===== config.mk =====
export PLATFORM = sky130hd
export DESIGN_NAME = dsocm_bram_arbiter_flat
export DESIGN_NICKNAME = d
export VERILOG_FILES = /design/src/rtl/dsocm_bram_arbiter_if.sv /design/src/rtl/dsocm_bram_arbiter.sv /design/src/flat_wrapper.sv
export SDC_FILE = /design/constraint.sdc
export NUM_CORES = 1
export LEC_CHECK = 0
export CORE_MARGIN = 4
export CORE_UTILIZATION = 43
export CTS_CLUSTER_SIZE = 20
export DETAILED_ROUTE_END_ITERATION = 8
export GPL_TIMING_DRIVEN = 0
export PLACE_DENSITY = 0.82
export SETUP_SLACK_MARGIN = 0.05
export SKIP_CTS_REPAIR_TIMING = 1
export SYNTH_ARGS = -nofsm -noshare
export SYNTH_HDL_FRONTEND = slang
export SYNTH_SLANG_ARGS = --single-unit

===== constraint.sdc =====
create_clock -name Clk -period 2.24 [get_ports Clk]
set_input_delay 0.224 -clock Clk [delete_from_list [all_inputs] [get_ports Clk]]
set_output_delay 0.224 -clock Clk [all_outputs]
set_load 0.005 [all_outputs]

===== src/rtl/dsocm_bram_arbiter_if.sv =====
// Bus bundle between the two requesters, the arbiter and one DSOCM BRAM port.
// Big-endian bit numbering: bit 0 is the MSB.
interface dsocm_bram_arbiter_if #(
  parameter int AW  = 32,
  parameter int DW  = 32,
  parameter int NWE = 4
);
  logic            Init_Done;
  logic            Req0, Req1;
  logic            RNW0, RNW1;
  logic [0:AW-1]   Addr0, Addr1;
  logic [0:DW-1]   WrData0, WrData1;
  logic [0:NWE-1]  BE0, BE1;
  logic            Ack0, Ack1;
  logic [0:DW-1]   Rd_Data;
  logic            RdValid0, RdValid1;
  logic            BRAM_EN;
  logic [0:NWE-1]  BRAM_WEN;
  logic [0:AW-1]   BRAM_Addr;
  logic [0:DW-1]   BRAM_Dout;
  logic [0:DW-1]   BRAM_Din;

  // Arbiter side
  modport slave (
    input  Req0, Req1, RNW0, RNW1, Addr0, Addr1, WrData0, WrData1, BE0, BE1,
    input  BRAM_Din,
    output Init_Done, Ack0, Ack1, Rd_Data, RdValid0, RdValid1,
    output BRAM_EN, BRAM_WEN, BRAM_Addr, BRAM_Dout
  );

  // Requesters plus the BRAM itself
  modport master (
    output Req0, Req1, RNW0, RNW1, Addr0, Addr1, WrData0, WrData1, BE0, BE1,
    output BRAM_Din,
    input  Init_Done, Ack0, Ack1, Rd_Data, RdValid0, RdValid1,
    input  BRAM_EN, BRAM_WEN, BRAM_Addr, BRAM_Dout
  );
endinterface


===== src/rtl/dsocm_bram_arbiter.sv =====
// Two-requester round-robin controller for one DSOCM BRAM port.
// Zero-fills the BRAM after reset, then accepts one access per cycle.
module dsocm_bram_arbiter #(
  parameter int C_MEMSIZE     = 'h4000,
  parameter int C_PORT_AWIDTH = 32,
  parameter int C_PORT_DWIDTH = 32,
  parameter int C_NUM_WE      = 4,
  parameter int C_INIT_CLEAR  = 1
) (
  input  logic                 Clk,
  input  logic                 Rst,
  dsocm_bram_arbiter_if.slave  bus
);

  localparam int unsigned N  = C_MEMSIZE / 4;
  localparam int unsigned CW = $clog2(N) + 1;

  typedef enum logic {ST_INIT, ST_RUN} state_t;

  state_t                    r_state;
  logic [CW-1:0]             r_cnt;
  logic                      r_done;
  logic                      r_prio;
  logic                      r_en;
  logic [0:C_NUM_WE-1]       r_wen;
  logic [0:C_PORT_AWIDTH-1]  r_addr;
  logic [0:C_PORT_DWIDTH-1]  r_dout;
  logic                      r_s1_rd;
  logic                      r_s1_id;
  logic                      r_rv0, r_rv1;
  logic [0:C_PORT_DWIDTH-1]  r_rd_hold;

  logic                      w_gate;
  logic                      w_ack0, w_ack1, w_hs;
  logic                      w_rnw;
  logic [0:C_PORT_AWIDTH-1]  w_addr;
  logic [0:C_PORT_DWIDTH-1]  w_wdata;
  logic [0:C_NUM_WE-1]       w_be;

  // Round-robin grant; nothing is accepted during reset or before zero-fill ends
  assign w_gate  = r_done & ~Rst;
  assign w_ack0  = w_gate & bus.Req0 & (~bus.Req1 | ~r_prio);
  assign w_ack1  = w_gate & bus.Req1 & (~bus.Req0 |  r_prio);
  assign w_hs    = w_ack0 | w_ack1;
  assign w_rnw   = w_ack1 ? bus.RNW1    : bus.RNW0;
  assign w_addr  = w_ack1 ? bus.Addr1   : bus.Addr0;
  assign w_wdata = w_ack1 ? bus.WrData1 : bus.WrData0;
  assign w_be    = w_ack1 ? bus.BE1     : bus.BE0;

  assign bus.Ack0      = w_ack0;
  assign bus.Ack1      = w_ack1;
  assign bus.Init_Done = r_done;
  assign bus.BRAM_EN   = r_en;
  assign bus.BRAM_WEN  = r_wen;
  assign bus.BRAM_Addr = r_addr;
  assign bus.BRAM_Dout = r_dout;
  assign bus.RdValid0  = r_rv0;
  assign bus.RdValid1  = r_rv1;
  // The BRAM output register is the capture stage: pass it through on the
  // strobe cycle so latency stays at two, and hold it in r_rd_hold afterwards.
  assign bus.Rd_Data   = (r_rv0 | r_rv1) ? bus.BRAM_Din : r_rd_hold;

  // Control FSM, BRAM port registers and read-return pipeline
  always_ff @(posedge Clk) begin
    if (Rst) begin
      r_state   <= (C_INIT_CLEAR != 0) ? ST_INIT : ST_RUN;
      r_cnt     <= '0;
      r_done    <= 1'b0;
      r_prio    <= 1'b0;
      r_en      <= 1'b0;
      r_wen     <= '0;
      r_addr    <= '0;
      r_dout    <= '0;
      r_s1_rd   <= 1'b0;
      r_s1_id   <= 1'b0;
      r_rv0     <= 1'b0;
      r_rv1     <= 1'b0;
      r_rd_hold <= '0;
    end else begin
      r_rv0 <= r_s1_rd & ~r_s1_id;
      r_rv1 <= r_s1_rd &  r_s1_id;
      if (r_rv0 | r_rv1) r_rd_hold <= bus.BRAM_Din;

      case (r_state)
        ST_INIT: begin
          r_s1_rd <= 1'b0;
          if (r_cnt == CW'(N)) begin
            r_en    <= 1'b0;
            r_wen   <= '0;
            r_done  <= 1'b1;
            r_state <= ST_RUN;
          end else begin
            r_en   <= 1'b1;
            r_wen  <= '1;
            r_addr <= C_PORT_AWIDTH'(r_cnt) << 2;
            r_dout <= '0;
            r_cnt  <= r_cnt + CW'(1);
          end
        end
        default: begin
          r_done <= 1'b1;
          if (w_hs) begin
            r_en    <= 1'b1;
            r_addr  <= {w_addr[0:C_PORT_AWIDTH-3], 2'b00};
            r_wen   <= w_rnw ? '0 : w_be;
            if (!w_rnw) r_dout <= w_wdata;
            r_s1_rd <= w_rnw;
            r_s1_id <= w_ack1;
            r_prio  <= w_ack0;
          end else begin
            r_en    <= 1'b0;
            r_wen   <= '0;
            r_s1_rd <= 1'b0;
          end
        end
      endcase
    end
  end

endmodule


===== src/flat_wrapper.sv =====
// flat-port wrapper written by rule: the top's interface ports become plain ports
module dsocm_bram_arbiter_flat 
#(
  parameter int C_MEMSIZE     = 'h4000,
  parameter int C_PORT_AWIDTH = 32,
  parameter int C_PORT_DWIDTH = 32,
  parameter int C_NUM_WE      = 4,
  parameter int C_INIT_CLEAR  = 1
)
  (Clk, Rst, bus_Req0, bus_Req1, bus_RNW0, bus_RNW1, bus_Addr0, bus_Addr1, bus_WrData0, bus_WrData1, bus_BE0, bus_BE1, bus_BRAM_Din, bus_Init_Done, bus_Ack0, bus_Ack1, bus_Rd_Data, bus_RdValid0, bus_RdValid1, bus_BRAM_EN, bus_BRAM_WEN, bus_BRAM_Addr, bus_BRAM_Dout);
  dsocm_bram_arbiter_if #(.AW(32), .DW(32), .NWE(4)) bus_i ();
  input  logic Clk;
  input  logic Rst;
  input wire logic [$bits(bus_i.Req0)-1:0] bus_Req0;
  input wire logic [$bits(bus_i.Req1)-1:0] bus_Req1;
  input wire logic [$bits(bus_i.RNW0)-1:0] bus_RNW0;
  input wire logic [$bits(bus_i.RNW1)-1:0] bus_RNW1;
  input wire logic [$bits(bus_i.Addr0)-1:0] bus_Addr0;
  input wire logic [$bits(bus_i.Addr1)-1:0] bus_Addr1;
  input wire logic [$bits(bus_i.WrData0)-1:0] bus_WrData0;
  input wire logic [$bits(bus_i.WrData1)-1:0] bus_WrData1;
  input wire logic [$bits(bus_i.BE0)-1:0] bus_BE0;
  input wire logic [$bits(bus_i.BE1)-1:0] bus_BE1;
  input wire logic [$bits(bus_i.BRAM_Din)-1:0] bus_BRAM_Din;
  output wire logic [$bits(bus_i.Init_Done)-1:0] bus_Init_Done;
  output wire logic [$bits(bus_i.Ack0)-1:0] bus_Ack0;
  output wire logic [$bits(bus_i.Ack1)-1:0] bus_Ack1;
  output wire logic [$bits(bus_i.Rd_Data)-1:0] bus_Rd_Data;
  output wire logic [$bits(bus_i.RdValid0)-1:0] bus_RdValid0;
  output wire logic [$bits(bus_i.RdValid1)-1:0] bus_RdValid1;
  output wire logic [$bits(bus_i.BRAM_EN)-1:0] bus_BRAM_EN;
  output wire logic [$bits(bus_i.BRAM_WEN)-1:0] bus_BRAM_WEN;
  output wire logic [$bits(bus_i.BRAM_Addr)-1:0] bus_BRAM_Addr;
  output wire logic [$bits(bus_i.BRAM_Dout)-1:0] bus_BRAM_Dout;
  assign bus_i.Req0 = bus_Req0;
  assign bus_i.Req1 = bus_Req1;
  assign bus_i.RNW0 = bus_RNW0;
  assign bus_i.RNW1 = bus_RNW1;
  assign bus_i.Addr0 = bus_Addr0;
  assign bus_i.Addr1 = bus_Addr1;
  assign bus_i.WrData0 = bus_WrData0;
  assign bus_i.WrData1 = bus_WrData1;
  assign bus_i.BE0 = bus_BE0;
  assign bus_i.BE1 = bus_BE1;
  assign bus_i.BRAM_Din = bus_BRAM_Din;
  assign bus_Init_Done = bus_i.Init_Done;
  assign bus_Ack0 = bus_i.Ack0;
  assign bus_Ack1 = bus_i.Ack1;
  assign bus_Rd_Data = bus_i.Rd_Data;
  assign bus_RdValid0 = bus_i.RdValid0;
  assign bus_RdValid1 = bus_i.RdValid1;
  assign bus_BRAM_EN = bus_i.BRAM_EN;
  assign bus_BRAM_WEN = bus_i.BRAM_WEN;
  assign bus_BRAM_Addr = bus_i.BRAM_Addr;
  assign bus_BRAM_Dout = bus_i.BRAM_Dout;
  dsocm_bram_arbiter #(.C_MEMSIZE(C_MEMSIZE), .C_PORT_AWIDTH(C_PORT_AWIDTH), .C_PORT_DWIDTH(C_PORT_DWIDTH), .C_NUM_WE(C_NUM_WE), .C_INIT_CLEAR(C_INIT_CLEAR)) u_core (.Clk(Clk), .Rst(Rst), .bus(bus_i));
endmodule

; Word level (Yosys, flattened, before mapping)
; Index checks and enable logic that the tools add are counted.
[classes]
n_addsub = 1
n_mul = 0
div = 0
order_cmp = 0
n_eq_ne = 4
shifts = 0
n_mux = 23
n_bitwise = 19
reduce_logical = 6
[ops]
columns = op, n
row1 = 2-to-1 mux 32 bit, 10
row2 = 2-to-1 mux 4 bit, 5
row3 = adder 13 x 1 -> 13 bit (second input constant), 1
row4 = == test 13 bit (second input constant), 1
row5 = 2-to-1 mux 1 bit, 8
row6 = inverter 1 bit, 8
row7 = bitwise AND 1 bit, 7
row8 = AND reduction 2 bit, 3
row9 = != test 2 bit (second input constant), 2
row10 = OR 1 bit, 4
row11 = AND reduction 3 bit, 1
row12 = OR reduction 3 bit, 1
row13 = != test 2 x 1 -> 1 bit (second input constant), 1
row14 = nonzero test 2 bit, 1
[totals]
regBits = 121
latch_bits = 0
ram_bits = 0
rom_bits = 0
input_bits = 174
output_inout_bits = 106
wordCells = 66
n_memories = 0

; Longest topological paths before layout
[depth]
ltp_word = 8
depth_mapped = 8
ltp_nobuf = 6

; Least setup slack after synthesis
; OpenSTA, ideal clock, no wires.
[synth_path]
path_type = register to register
from = register u_core.r_cnt[0]
to = register u_core.r_cnt[12]
setup_ns = 0.121
arrival_ns = 1.774
required_ns = 2.119
slack_ns = 0.345
stages_incl_launch_ff = 8
n_path_buf = 1
synth_period_minus_slack_ns = 1.895
path_cell_list = dfxtp_1 > inv_1 > ha_1 > nor4b_2 > a31o_2 > buf_2 > nor4_1 > mux2_2
[synth_between]
elab_chain_len = 3
word_cells_on_any_way = 4
cone_classes = add/sub (1) / eq/ne (1) / bitwise (1) / reduce/logical (1)
[synth_rtl]
columns = element, line
row1 = from (decl), dsocm_bram_arbiter.sv:21  ; logic [CW-1:0] r_cnt;
row2 = from (signal assigned), dsocm_bram_arbiter.sv:97  ; r_cnt <= r_cnt + CW'(1);
row3 = "parallel branches: the longest is 3 deep, another holds adder 13 x 1 -> 13 bit", -
; Several ways; the timed one is not identified.
; A chain may end at the register's enable or synchronous reset.

; Worst setup path in the final report
[layout_path]
from = register u_core.r_rv0 (netlist: u_core.bus.RdValid0)
to = output port bus_Rd_Data[4]
[layout_between]
elab_chain_len = 2
[layout_rtl]
columns = element, line
row1 = from (decl), dsocm_bram_arbiter.sv:30  ; logic r_rv0, r_rv1;
row2 = from (signal assigned), dsocm_bram_arbiter.sv:80  ; r_rv0 <= r_s1_rd & ~r_s1_id;
row3 = OR 1 bit, dsocm_bram_arbiter.sv:61  ; assign bus.Rd_Data = (r_rv0 | r_rv1) ? bus.BRAM_Din : r_rd_hold;
row4 = 2-to-1 mux 32 bit, dsocm_bram_arbiter.sv:61
row5 = to (decl), flat_wrapper.sv:28  ; output wire logic [$bits(bus_i.Rd_Data)-1:0] bus_Rd_Data;
; No other way between the ends.

==> out/results.ini <==
[status]
status=finished, final reports clean

[yosys]
ys_top_cells_by_area=dfxtp_1 (38%), o31ai_1 (7.5%), mux2_4 (7.1%)
synth_edf_count=0
ys_types=45
synthesis.area_sq_mm=0.00632
netlist.area_leader.share_pct=37.7
ys_warn_count=0
ys_seq_area_share_pct=37.7
synth-main-ff-cell=dfxtp_1
syn-instance-count=697
synth-seq-cells=119
synth_area_leader_cell=dfxtp_1
async_flop_share_pct=0
synth_area_per_cell_sq_um=9.06

[setup_path]
critPathLaunchType=flop
crit_path_cell_trace=nor2_4 > buf_6 > mux2_2 > clkdlybuf4s50_1
path_buf_inv=2
crit_family=buffers and inverters
worstPathArrival_ps=1940
cp-end-kind=primary output
criticalPathCategory=reg2out
path_max_fanout=5
worst_path_max_delay_cell=clkdlybuf4s50_1
slowest_delay_ps=460
worstPathRequired_ps=2020

[final_layout]
nFillCells=1122
final_cell_mix=clkdlybuf4s50_1 (241), dfxtp_1 (114), a21oi_1 (75)
final_nets=1178
mostFrequentLayoutCell=clkdlybuf4s50_1
area_delta_synth_final_pct=62.4
drive_gt1_share_pct=15.9

[floorplanning]
dieArea_sq_mm=0.0167
rows=44
dieWidth_um=129
initial_core_util_pct=43.6
core_sq_mm=0.0145
fp.dieH_um=129
ios=280

[clock_tree]
htreeDepth=4
root_buffer=clkbuf_16
clockBufferDepth=2
cts_tree=done
cts_buffers=17
clk_pin_slew_ps=60
clkLatencyLatePin_ps=410
cts_num_sinks=119

[detailed_routing]
vias_per_cell=5.61
drt_iter0_markers=434
drc=0
firstDrtPassIters=5
wl_per_cell_um=19.8
vias=6739
drtAntennaViolNets=0
wirelength_um=23800

[global_route]
grt_usage_pct=26.3
grt_pass1_vias=6553
grt_remaining_overflow=0
grt_pass1_wl_um=34800
grt_max_degree=17
antenna_found_initial=1

[timing]
relSlewSlack_pct=54.5
fin_hold_ws_ps=205
fin_skew_ps=5.96
max_freq_ghz=0.461
period_share_pct=96.8
drv_slew=0
fin_crit_ps=2170
finalSetupViolCount=0
hold_viol=0
rsz0062_at_grt=false
worst_pin_slew_ps=682

[power]
powerDensity_mw_per_mm2=560
vdd_drop_max_uv=606
power.total_w=0.00574
p_leak_nw=4.16

[place]
gp_congestion=0.868
numPortBuffers=271
dpl.hpwl_um=16800

[job]
max-cap-violations=0

[min_path]
hold_class=in2reg

==> worst reg2reg max path, stage by stage, from the launching register on <==
cell     delay, ps
dfxtp_1        290
buf_2          160
nor4_2         470
a31oi_4        220
a31oi_4        330
buf_6          240
mux2_4         320
==> where the power goes <==
part           switching (W)  internal [W]
Combinational       0.000223      0.000329
Clock                0.00106       0.00198
Sequential         0.0000119       0.00213
==> through the flow <==
| step | instance area [sq um] | cells | setup slack, ps | utilization, % | setup TNS, ps |
|---|---|---|---|---|---|
| 2_1_floorplan | 6320 | 698 | 345 | - | 0 |
| 3_3_place_gp | 9260 | 1153 | -334 | 64.0 | -6580 |
| 3_5_place_dp | 9260 | 1153 | -372 | 64.0 | -9210 |
| 4_1_cts | 9910 | 1185 | -584 | 68.5 | -14730 |
| 5_1_grt | 10300 | 1200 | 7.79 | 70.8 | 0 |
| 6_report | 10300 | 1201 | 72.0 | 70.9 | 0 |
==> synthesized netlist by cell type, types with 3 or more instances <==
cell type and count:
a21o_1 17, a21oi_1 75, and4_1 4, buf_1 11, buf_2 13, buf_6 4
clkbuf_1 53, dfxtp_1 119, inv_1 5, mux2_2 35, mux2_4 30, nand2_1 20
nand2b_1 3, nand3_1 21, nand4_1 56, nand4b_1 13, nor2_1 26, nor2b_1 67
nor4_1 3, o2111ai_1 4, o21ai_0 5, o31a_1 4, o31ai_1 63, o41ai_1 13
or3_1 4, xnor2_1 6
==> routing by layer <==
| layer | vias up | routed length (um) | track usage [%] |
|---|---|---|---|
| met5 | - | 0 | 0 |
| met4 | 0 | 522 | 8.96 |
| met3 | 40 | 1880 | 7.21 |
| met2 | 308 | 11800 | 44.5 |
| met1 | 3189 | 9650 | 32.3 |
| li1 | 3202 | - | - |
==> final cells by class <==
cell class                 count  area, sq um  share of cell area (%)
multi-input combinational    490         3610                    35.2
timing repair buffer         286         2940                    28.6
sequential                   119         2390                    23.3
clock buffer                  17          425                    4.15
buffer                        82          412                    4.01
tap                          184          230                    2.24
clock inverter                15          223                    2.17
inverter                       6         22.5                   0.220
antenna                        2         5.00                  0.0488
==> path summary, 6_finish.rpt <==
check                           from                       end  slack [ps]  cells after the start
max              u_core.bus.RdValid0            bus_Rd_Data[4]          70                      4
max reg2reg          u_core.r_cnt[8]  u_core.bus.BRAM_Dout[15]         100                      6
min                              Rst  u_core.bus.BRAM_Dout[24]         200                      3
min reg2reg  u_core.bus.BRAM_Addr[2]   u_core.bus.BRAM_Addr[2]         470                      2
==> cell families after synthesis <==
| kind of cell | Yosys count | share of synthesized area [%] |
|---|---|---|
| multiplexers | 65 | 13.4 |
| AND/OR/NAND/NOR | 230 | 21.7 |
| buffers and inverters | 89 | 6.14 |
| adder cells (fa/ha/maj) | 2 | 0.396 |
| other | 1 | 0.0594 |
| XOR/XNOR | 6 | 0.832 |
| flip-flops | 119 | 37.7 |
| AO/OA/AOI/OAI | 185 | 19.8 |
==> registers in the layout (all words and copies together) (netlist names), 4 cells and up <==
register	cells
u_core.r_rd_hold	32
u_core.bus.BRAM_Addr	30
u_core.bus.BRAM_WEN	4
u_core.r_cnt	13
u_core.bus.BRAM_Dout	32
(Power assumes the default switching activity.)
